## src/rtl/seq_detector_param.sv

```systemverilog
// rtl/seq_detector_param.sv - parametrised Moore sequence detector with KMP transitions and saturating match counter
module seq_detector_param #(
   parameter int               LEN     = 3,
   parameter logic [LEN-1:0]   PATTERN = 3'b001,
   parameter bit               OVERLAP = 1'b1,
   parameter int               CNT_W   = 8
) (
   input  logic             clk,
   input  logic             clr,
   input  logic             en,
   input  logic             in,
   input  logic             cnt_clr,
   output logic             out,
   output logic [CNT_W-1:0] match_cnt
);

   localparam int SW = $clog2(LEN + 1);
   localparam int NS = 2 ** SW;
   localparam logic [SW-1:0] L_MATCH = SW'(LEN);

   // Reject pattern lengths the state encoding and table builder are not meant for.
   if (LEN < 1 || LEN > 16) begin : g_len_chk
      $error("seq_detector_param: LEN must be in 1..16");
   end
   if (CNT_W < 1) begin : g_cnt_chk
      $error("seq_detector_param: CNT_W must be at least 1");
   end

   // Bit i of the sequence "first k pattern bits followed by b" (index 0 = oldest).
   function automatic bit f_seq_bit(input int k, input bit b, input int i);
      bit r;
      if (i < k) r = PATTERN[LEN-1-i];
      else       r = b;
      return r;
   endfunction

   // Longest pattern prefix that is a suffix of (prefix_k, b); never longer than LEN.
   function automatic int f_next(input int k, input bit b);
      int  jmax;
      int  res;
      bit  found;
      bit  ok;
      jmax  = (k + 1 > LEN) ? LEN : k + 1;
      res   = 0;
      found = 1'b0;
      for (int j = jmax; j >= 1; j--) begin
         ok = 1'b1;
         for (int t = 0; t < j; t++) begin
            if (PATTERN[LEN-1-t] != f_seq_bit(k, b, k + 1 - j + t)) ok = 1'b0;
         end
         if (ok && !found) begin
            res   = j;
            found = 1'b1;
         end
      end
      return res;
   endfunction

   // Without overlap the match state forgets the pattern and acts like the empty state.
   function automatic int f_trans(input int k, input bit b);
      int r;
      if (k == LEN && !OVERLAP) r = f_next(0, b);
      else                      r = f_next(k, b);
      return r;
   endfunction

   logic [SW-1:0]    r_state;
   logic [SW-1:0]    w_next;
   logic [CNT_W-1:0] r_cnt;
   logic             w_hit;
   logic [SW-1:0]    w_tbl0 [NS];
   logic [SW-1:0]    w_tbl1 [NS];

   // Transition constants are fixed at elaboration; unreachable encodings fall back to 0.
   for (genvar gs = 0; gs < NS; gs++) begin : g_tbl
      if (gs <= LEN) begin : g_live
         localparam int N0 = f_trans(gs, 1'b0);
         localparam int N1 = f_trans(gs, 1'b1);
         assign w_tbl0[gs] = SW'(N0);
         assign w_tbl1[gs] = SW'(N1);
      end else begin : g_dead
         assign w_tbl0[gs] = '0;
         assign w_tbl1[gs] = '0;
      end
   end

   // State register: the length of the matched pattern prefix.
   always_ff @(posedge clk or posedge clr) begin
      if (clr) r_state <= '0;
      else     r_state <= w_next;
   end

   // Next state: follow the precomputed transition only on accepted cycles.
   always_comb begin
      w_next = r_state;
      if (en) w_next = in ? w_tbl1[r_state] : w_tbl0[r_state];
   end

   // Moore output decoded from the registered state only.
   always_comb begin
      out = (r_state == L_MATCH);
   end

   assign w_hit = en && (w_next == L_MATCH);

   // Match counter: clear has priority over a simultaneous match, and it never wraps.
   always_ff @(posedge clk or posedge clr) begin
      if (clr)                       r_cnt <= '0;
      else if (cnt_clr)              r_cnt <= '0;
      else if (w_hit && r_cnt != '1) r_cnt <= r_cnt + CNT_W'(1);
   end

   assign match_cnt = r_cnt;

endmodule

```

## config.mk

```make
export PLATFORM = sky130hd
export DESIGN_NAME = seq_detector_param
export DESIGN_NICKNAME = d
export VERILOG_FILES = /design/src/rtl/seq_detector_param.sv
export SDC_FILE = /design/constraint.sdc
export NUM_CORES = 1
export LEC_CHECK = 0
export CORE_AREA = 8 8 45 47
export DETAILED_ROUTE_END_ITERATION = 8
export DIE_AREA = 0 0 53 55
export PLACE_DENSITY_LB_ADDON = 0.2
export SYNTH_ARGS = -nofsm -noshare
export SYNTH_HDL_FRONTEND = slang
export SYNTH_SLANG_ARGS = --single-unit
```

## constraint.sdc

```tcl
create_clock -name clk -period 2.3 [get_ports clk]
set_input_delay 0.46 -clock clk [delete_from_list [all_inputs] [get_ports clk]]
set_output_delay 0.46 -clock clk [all_outputs]
set_load 0.03 [all_outputs]
```

# ---- Word level (Yosys, flattened, before mapping)
# Cells that the tools add are included.
dict set report word_totals {
  regBits 10
  latchBits 0
  ram_bits 0
  rom_bits 0
  output_inout_bits 9
  elab_cells 21
  mem_count 0
}
dict set report classes {
  add_sub_neg 1
  mul 0
  div 0
  magnitude_cmp 1
  eq_ne 3
  shifts 0
  muxes 10
  bitwise_logic 1
  n_reduce_logical 3
}
# cell n
set op_table {}
lappend op_table {{2-to-1 mux 8 bit} 2}
lappend op_table {{2-to-1 mux 2 bit} 6}
lappend op_table {{adder 8 x 1 -> 8 bit, second input constant} 1}
lappend op_table {{binary-select mux 2 bit (select 2 bit)} 2}
lappend op_table {{!= test 8 bit, second input constant} 1}
lappend op_table {{equality test 2 bit, second input constant} 2}
lappend op_table {{greater-or-equal comparator 3 bit, second input constant} 1}
lappend op_table {{inverter 2 -> 3 bit} 1}
lappend op_table {{logical AND 1 bit} 2}
lappend op_table {{nonzero test 2 bit} 1}

# ---- Depth between registers and ports, before layout
dict set report logic_depth {
  ltp_word 11
  depth_mapped 6
  depth_no_buf 6
}

# ---- Worst setup path after synthesis
# No wires, ideal clock.
dict set report synth_path {
  path_type {register -> register}
  startpoint {reg r_cnt[0] (netlist: match_cnt[0])}
  endpoint {reg r_cnt[5] (netlist: match_cnt[5])}
  setup_time_ps 78
  arrival_time_ps 1789
  path_slack_ps 433
  stages_incl_launch_ff 6
  path_buffers 0
  path_cell_list {dfrtp_1 ha_1 and3_1 a21o_4 or4_1 a21oi_1}
}
dict set report synth_via {
  elab_chain_len 3
  elab_cells_between_ends 6
  cone_classes {1 x add/sub; 1 x eq/ne; 2 x mux; 2 x reduce/logical}
}
# item line
set synth_rtl {}
lappend synth_rtl {{from (decl)} 69} ;# logic [CNT_W-1:0] r_cnt;
lappend synth_rtl {{from (signal assigned)} 110} ;# else if (w_hit && r_cnt != '1) r_cnt <= r_cnt + CNT_W'(1);
lappend synth_rtl {{adder 8 x 1 -> 8 bit or != test 8 bit (tied branches)} 110}
lappend synth_rtl {{2-to-1 mux 8 bit or logical AND 1 bit (tied branches)} 110}
lappend synth_rtl {{2-to-1 mux 8 bit or nonzero test 2 bit (tied branches)} --}
# Several ways; a longest one is shown, not always the timed one. The select of a mux whose other input is x is not followed.
# A chain may end at the register's enable or synchronous reset.

# ---- Worst setup path after layout
dict set report layout_path {
  startpoint {reg r_state[1]}
  endpoint {out out}
}
dict set report layout_via {
  elab_chain_len 1
}
# item line
set layout_rtl {}
lappend layout_rtl {{from (decl)} 67} ;# logic [SW-1:0] r_state;
lappend layout_rtl {{from (signal assigned)} 90} ;# else r_state <= w_next;
lappend layout_rtl {{equality test 2 bit} 101} ;# out = (r_state == L_MATCH);
lappend layout_rtl {{to (decl)} 13} ;# output logic out,
# No other way between the ends.

==> flow_summary.yaml <==
pwr:
  sequentialPowerShare: 0.467
  combPwrFrac: 0.268
  share_clk_of_total_power: 0.265
  p_leak_nw: 0.307
  swShare: 0.304
  worst_ir_drop_vdd_mv: 0.404
  power_switching_uw: 132
  power.density_cell_area_mw_per_mm2: 600
  internal_power_uw: 302
setup_path:
  critPathArrivalTime_ns: 1.44
  crit_path_max_fanout: 3
  timing.critical_path.required_ns: 1.84
  cp-start-kind: "flip-flop"
  worstSetupEndpointType: "primary output"
  timing.setup.critical_path_class: "flip-flop to primary output"
yosys:
  netlist-cell-type-count: 24
  dominant_combinational_cell_family_by_area_after_synthesis: "simple AND/OR/NAND/NOR gates"
  synth-xor-area-share: 0.0474
  yosys_register_bits: 10
  synth_fa_ha_area_frac: 0.0677
  dominantRegCellSynth: "sky130_fd_sc_hd__dfrtp_1"
  post_synthesis_compound_gate_area_fraction: 0.147
  number_of_instances_in_the_synthesized_netlist: 56
  post_synth_and_or_nand_nor_area_fraction: 0.196
  synthTopCellsByArea: "sky130_fd_sc_hd__dfrtp_1 45%, sky130_fd_sc_hd__ha_1 6.8%, sky130_fd_sc_hd__a21oi_1 5.4%"
  syn_area_um2: 554
  syn_area_per_cell_um2: 9.90
  yosysWarningCount: 0
  seq_area_frac_synth: 0.451
  yosys.area.top_type_share: 0.451
  postSynth.asyncResetShare: 1.00
  postSynthNetCount: 64
  synth_enable_flop_cells: 0
  yosys-mux-area-fraction: 0.0564
  yosysMostFrequentCell: "sky130_fd_sc_hd__dfrtp_1"
  yosys-top-cells-count: "10 x sky130_fd_sc_hd__dfrtp_1, 8 x sky130_fd_sc_hd__nor2_1, 6 x sky130_fd_sc_hd__a21oi_1"
  synth_area_leader_cell: "sky130_fd_sc_hd__dfrtp_1"
clocking:
  cts.path.max_buffers: 2
  insertion_delay_ns: 0.26
  cts-root-buf: "sky130_fd_sc_hd__clkbuf_4"
  holdBufCountCts: 0
  number_of_sinks_on_the_clock_net: 10
  cts_setup_buffers: 0
  clock_tree.htree_level_count: 1
  total_cts_buffers: 3
  clk_pin_slew_ns: 0.06
  post_cts_resize_count: 0
  clock_tree_from_tritoncts: "yes"
placed_design:
  dpl.cell_count: 84
  portBuffers: 13
  postPlaceCellArea_um2: 701
  dpl.hpwl_um: 824
  dp_worst_setup_slack_ns: 0.223
  gp_congestion: 0.759
floorplan:
  std_cell_rows: 14
  fp.dieW_um: 53
  design.die.area_mm2: 0.00292
  chipHeight_um: 55
  effective_utilization_at_floorplan: 0.401
  coreArea_mm2: 0.00138
  design.portCount: 14
min_path:
  worst_hold_check_path_type: "primary input to async pin"
global_routing:
  grt_use_total: 0.0871
  first_global_vias: 425
  grt_max_degree: 11
  gr-total-overflow: 0
  grt_antenna_before_repair: 0
  grt_first_pass_wirelength_mm: 1.86
detailed_routing:
  avgViaCountPerCell: 5.29
  detailroute.via_count: 460
  remaining_antenna_violation_count: 0
  detailedRoute.firstPassIterationCount: 4
  wirelength_mm: 1.10
  residual_drc: 0
  wl_per_cell_um: 12.6
  drt_iter0_drc: 12
job:
  cap_violations: 0
sta:
  final.min_clock_period_ns: 1.90
  final-max-slew-violation-count: 0
  fin_worst_hold_slack_ns: 0.467
  finalHoldViolCount: 0
  timing.max_slew.rel_slack: 0.644
  finalSetupViolations: 0
  worst_slew_pin_slew_ns: 0.521
  clock-skew-final_ns: 0.00809
  setup_repair_after_global_routing_missed_its_margin: "false"
  fin_tns_setup_ns: 0
  fin_crit_sh: 0.826
  fmax_mhz: 527
  postLayoutSetupSlackWorst_ns: 0.401
final_layout:
  final_net_count: 81
  num-fill-cells: 136
  insertedDiodeCount: 0
  area_overhead_vs_synth_pct: 30.5
  fin_cells: 87
  finalInstanceArea_um2: 723
  drive_above_1_share: 0.127
run_status:
  run_status: "finished clean"
[final cells by class]
type	instances	area, um^2	area share
multi-input cells	41	285	0.394
flip-flops and latches	10	250	0.346
repair buffers	13	130	0.180
clock buffers	3	22.5	0.0311
well taps	16	20.0	0.0277
inverters	4	15.0	0.0208
[power groups by stage]
stage	Sequential (mW)	Clock (mW)	Combinational, mW
final	0.202	0.115	0.116
after CTS	0.203	0.120	0.116
after global routing	0.205	0.128	0.129
after detailed placement	0.206	0	0.115
after global placement	0.205	0	0.113
after floorplan	0.208	0	0.0762
[registers in the layout, indices dropped and copies added (netlist names)]
signal	flops
match_cnt	8
r_state	2
[layout by cell type, fill, tap and decap left out]
cell type / instances
sky130_fd_sc_hd__clkdlybuf4s50_1: 13
sky130_fd_sc_hd__dfrtp_1: 10
sky130_fd_sc_hd__xnor2_1: 2
sky130_fd_sc_hd__nor2_1: 8
sky130_fd_sc_hd__nand3_1: 2
sky130_fd_sc_hd__mux2i_1: 2
sky130_fd_sc_hd__ha_1: 3
sky130_fd_sc_hd__or4_1: 1
sky130_fd_sc_hd__a21oi_1: 6
sky130_fd_sc_hd__and4_4: 1
sky130_fd_sc_hd__a211oi_1: 1
sky130_fd_sc_hd__nor2b_1: 1
sky130_fd_sc_hd__xor2_1: 1
sky130_fd_sc_hd__nand2_1: 3
sky130_fd_sc_hd__a2111oi_0: 1
sky130_fd_sc_hd__or4_2: 1
sky130_fd_sc_hd__o31ai_1: 2
sky130_fd_sc_hd__nand3_2: 1
sky130_fd_sc_hd__o21ai_0: 1
sky130_fd_sc_hd__mux2_2: 1
sky130_fd_sc_hd__inv_1: 4
sky130_fd_sc_hd__a21o_4: 1
sky130_fd_sc_hd__and3_1: 1
sky130_fd_sc_hd__or3_2: 1
sky130_fd_sc_hd__clkbuf_4: 3
[through the flow]
| step | util | power, mW |
|---|---|---|
| after floorplan | - | 0.284 |
| after CTS | 0.523 | 0.439 |
| final | 0.523 | 0.434 |
| after detailed placement | 0.506 | 0.321 |
| after global routing | 0.523 | 0.462 |
| after global placement | 0.506 | 0.319 |
[path summary, 6_finish.rpt]
| kind | to | startpoint | slack, ns | depth (start not counted) |
|---|---|---|---|---|
| setup / recovery | out | r_state[1] | 0.40 | 2 |
| hold / removal | match_cnt[3] | clr | 0.47 | 2 |
| setup reg to reg | match_cnt[5] | match_cnt[0] | 0.52 | 5 |
| hold reg to reg | r_state[1] | r_state[1] | 0.57 | 2 |
| max in group asynchronous | match_cnt[7] | clr | 1.55 | 2 |
| min in group clk | r_state[1] | r_state[1] | 0.57 | 2 |
[cells by family (layout without fill, tap and decap cells)]
group / Yosys count / after routing
adder cells (fa/ha/maj): 3 / 3
buffers and inverters: 5 / 20
AND/OR/NAND/NOR: 20 / 20
XOR/XNOR: 3 / 3
AO/OA/AOI/OAI: 12 / 12
flip-flops: 10 / 10
multiplexers: 3 / 3
[metal layers]
layer / global-route usage / up-vias / wire, um
li1: - / 227 / -
met1: 0.105 / 221 / 515
met2: 0.127 / 12 / 473
met3: 0.0615 / 0 / 106
met4: 0.0129 / 0 / 0
met5: 0 / - / 0
[worst max-delay path: stages (launching register included)]
cell and delay (ns):
sky130_fd_sc_hd__dfrtp_1 0.37, sky130_fd_sc_hd__ha_1 0.15, sky130_fd_sc_hd__clkdlybuf4s50_1 0.66
Power figures use the tool's default switching activity.
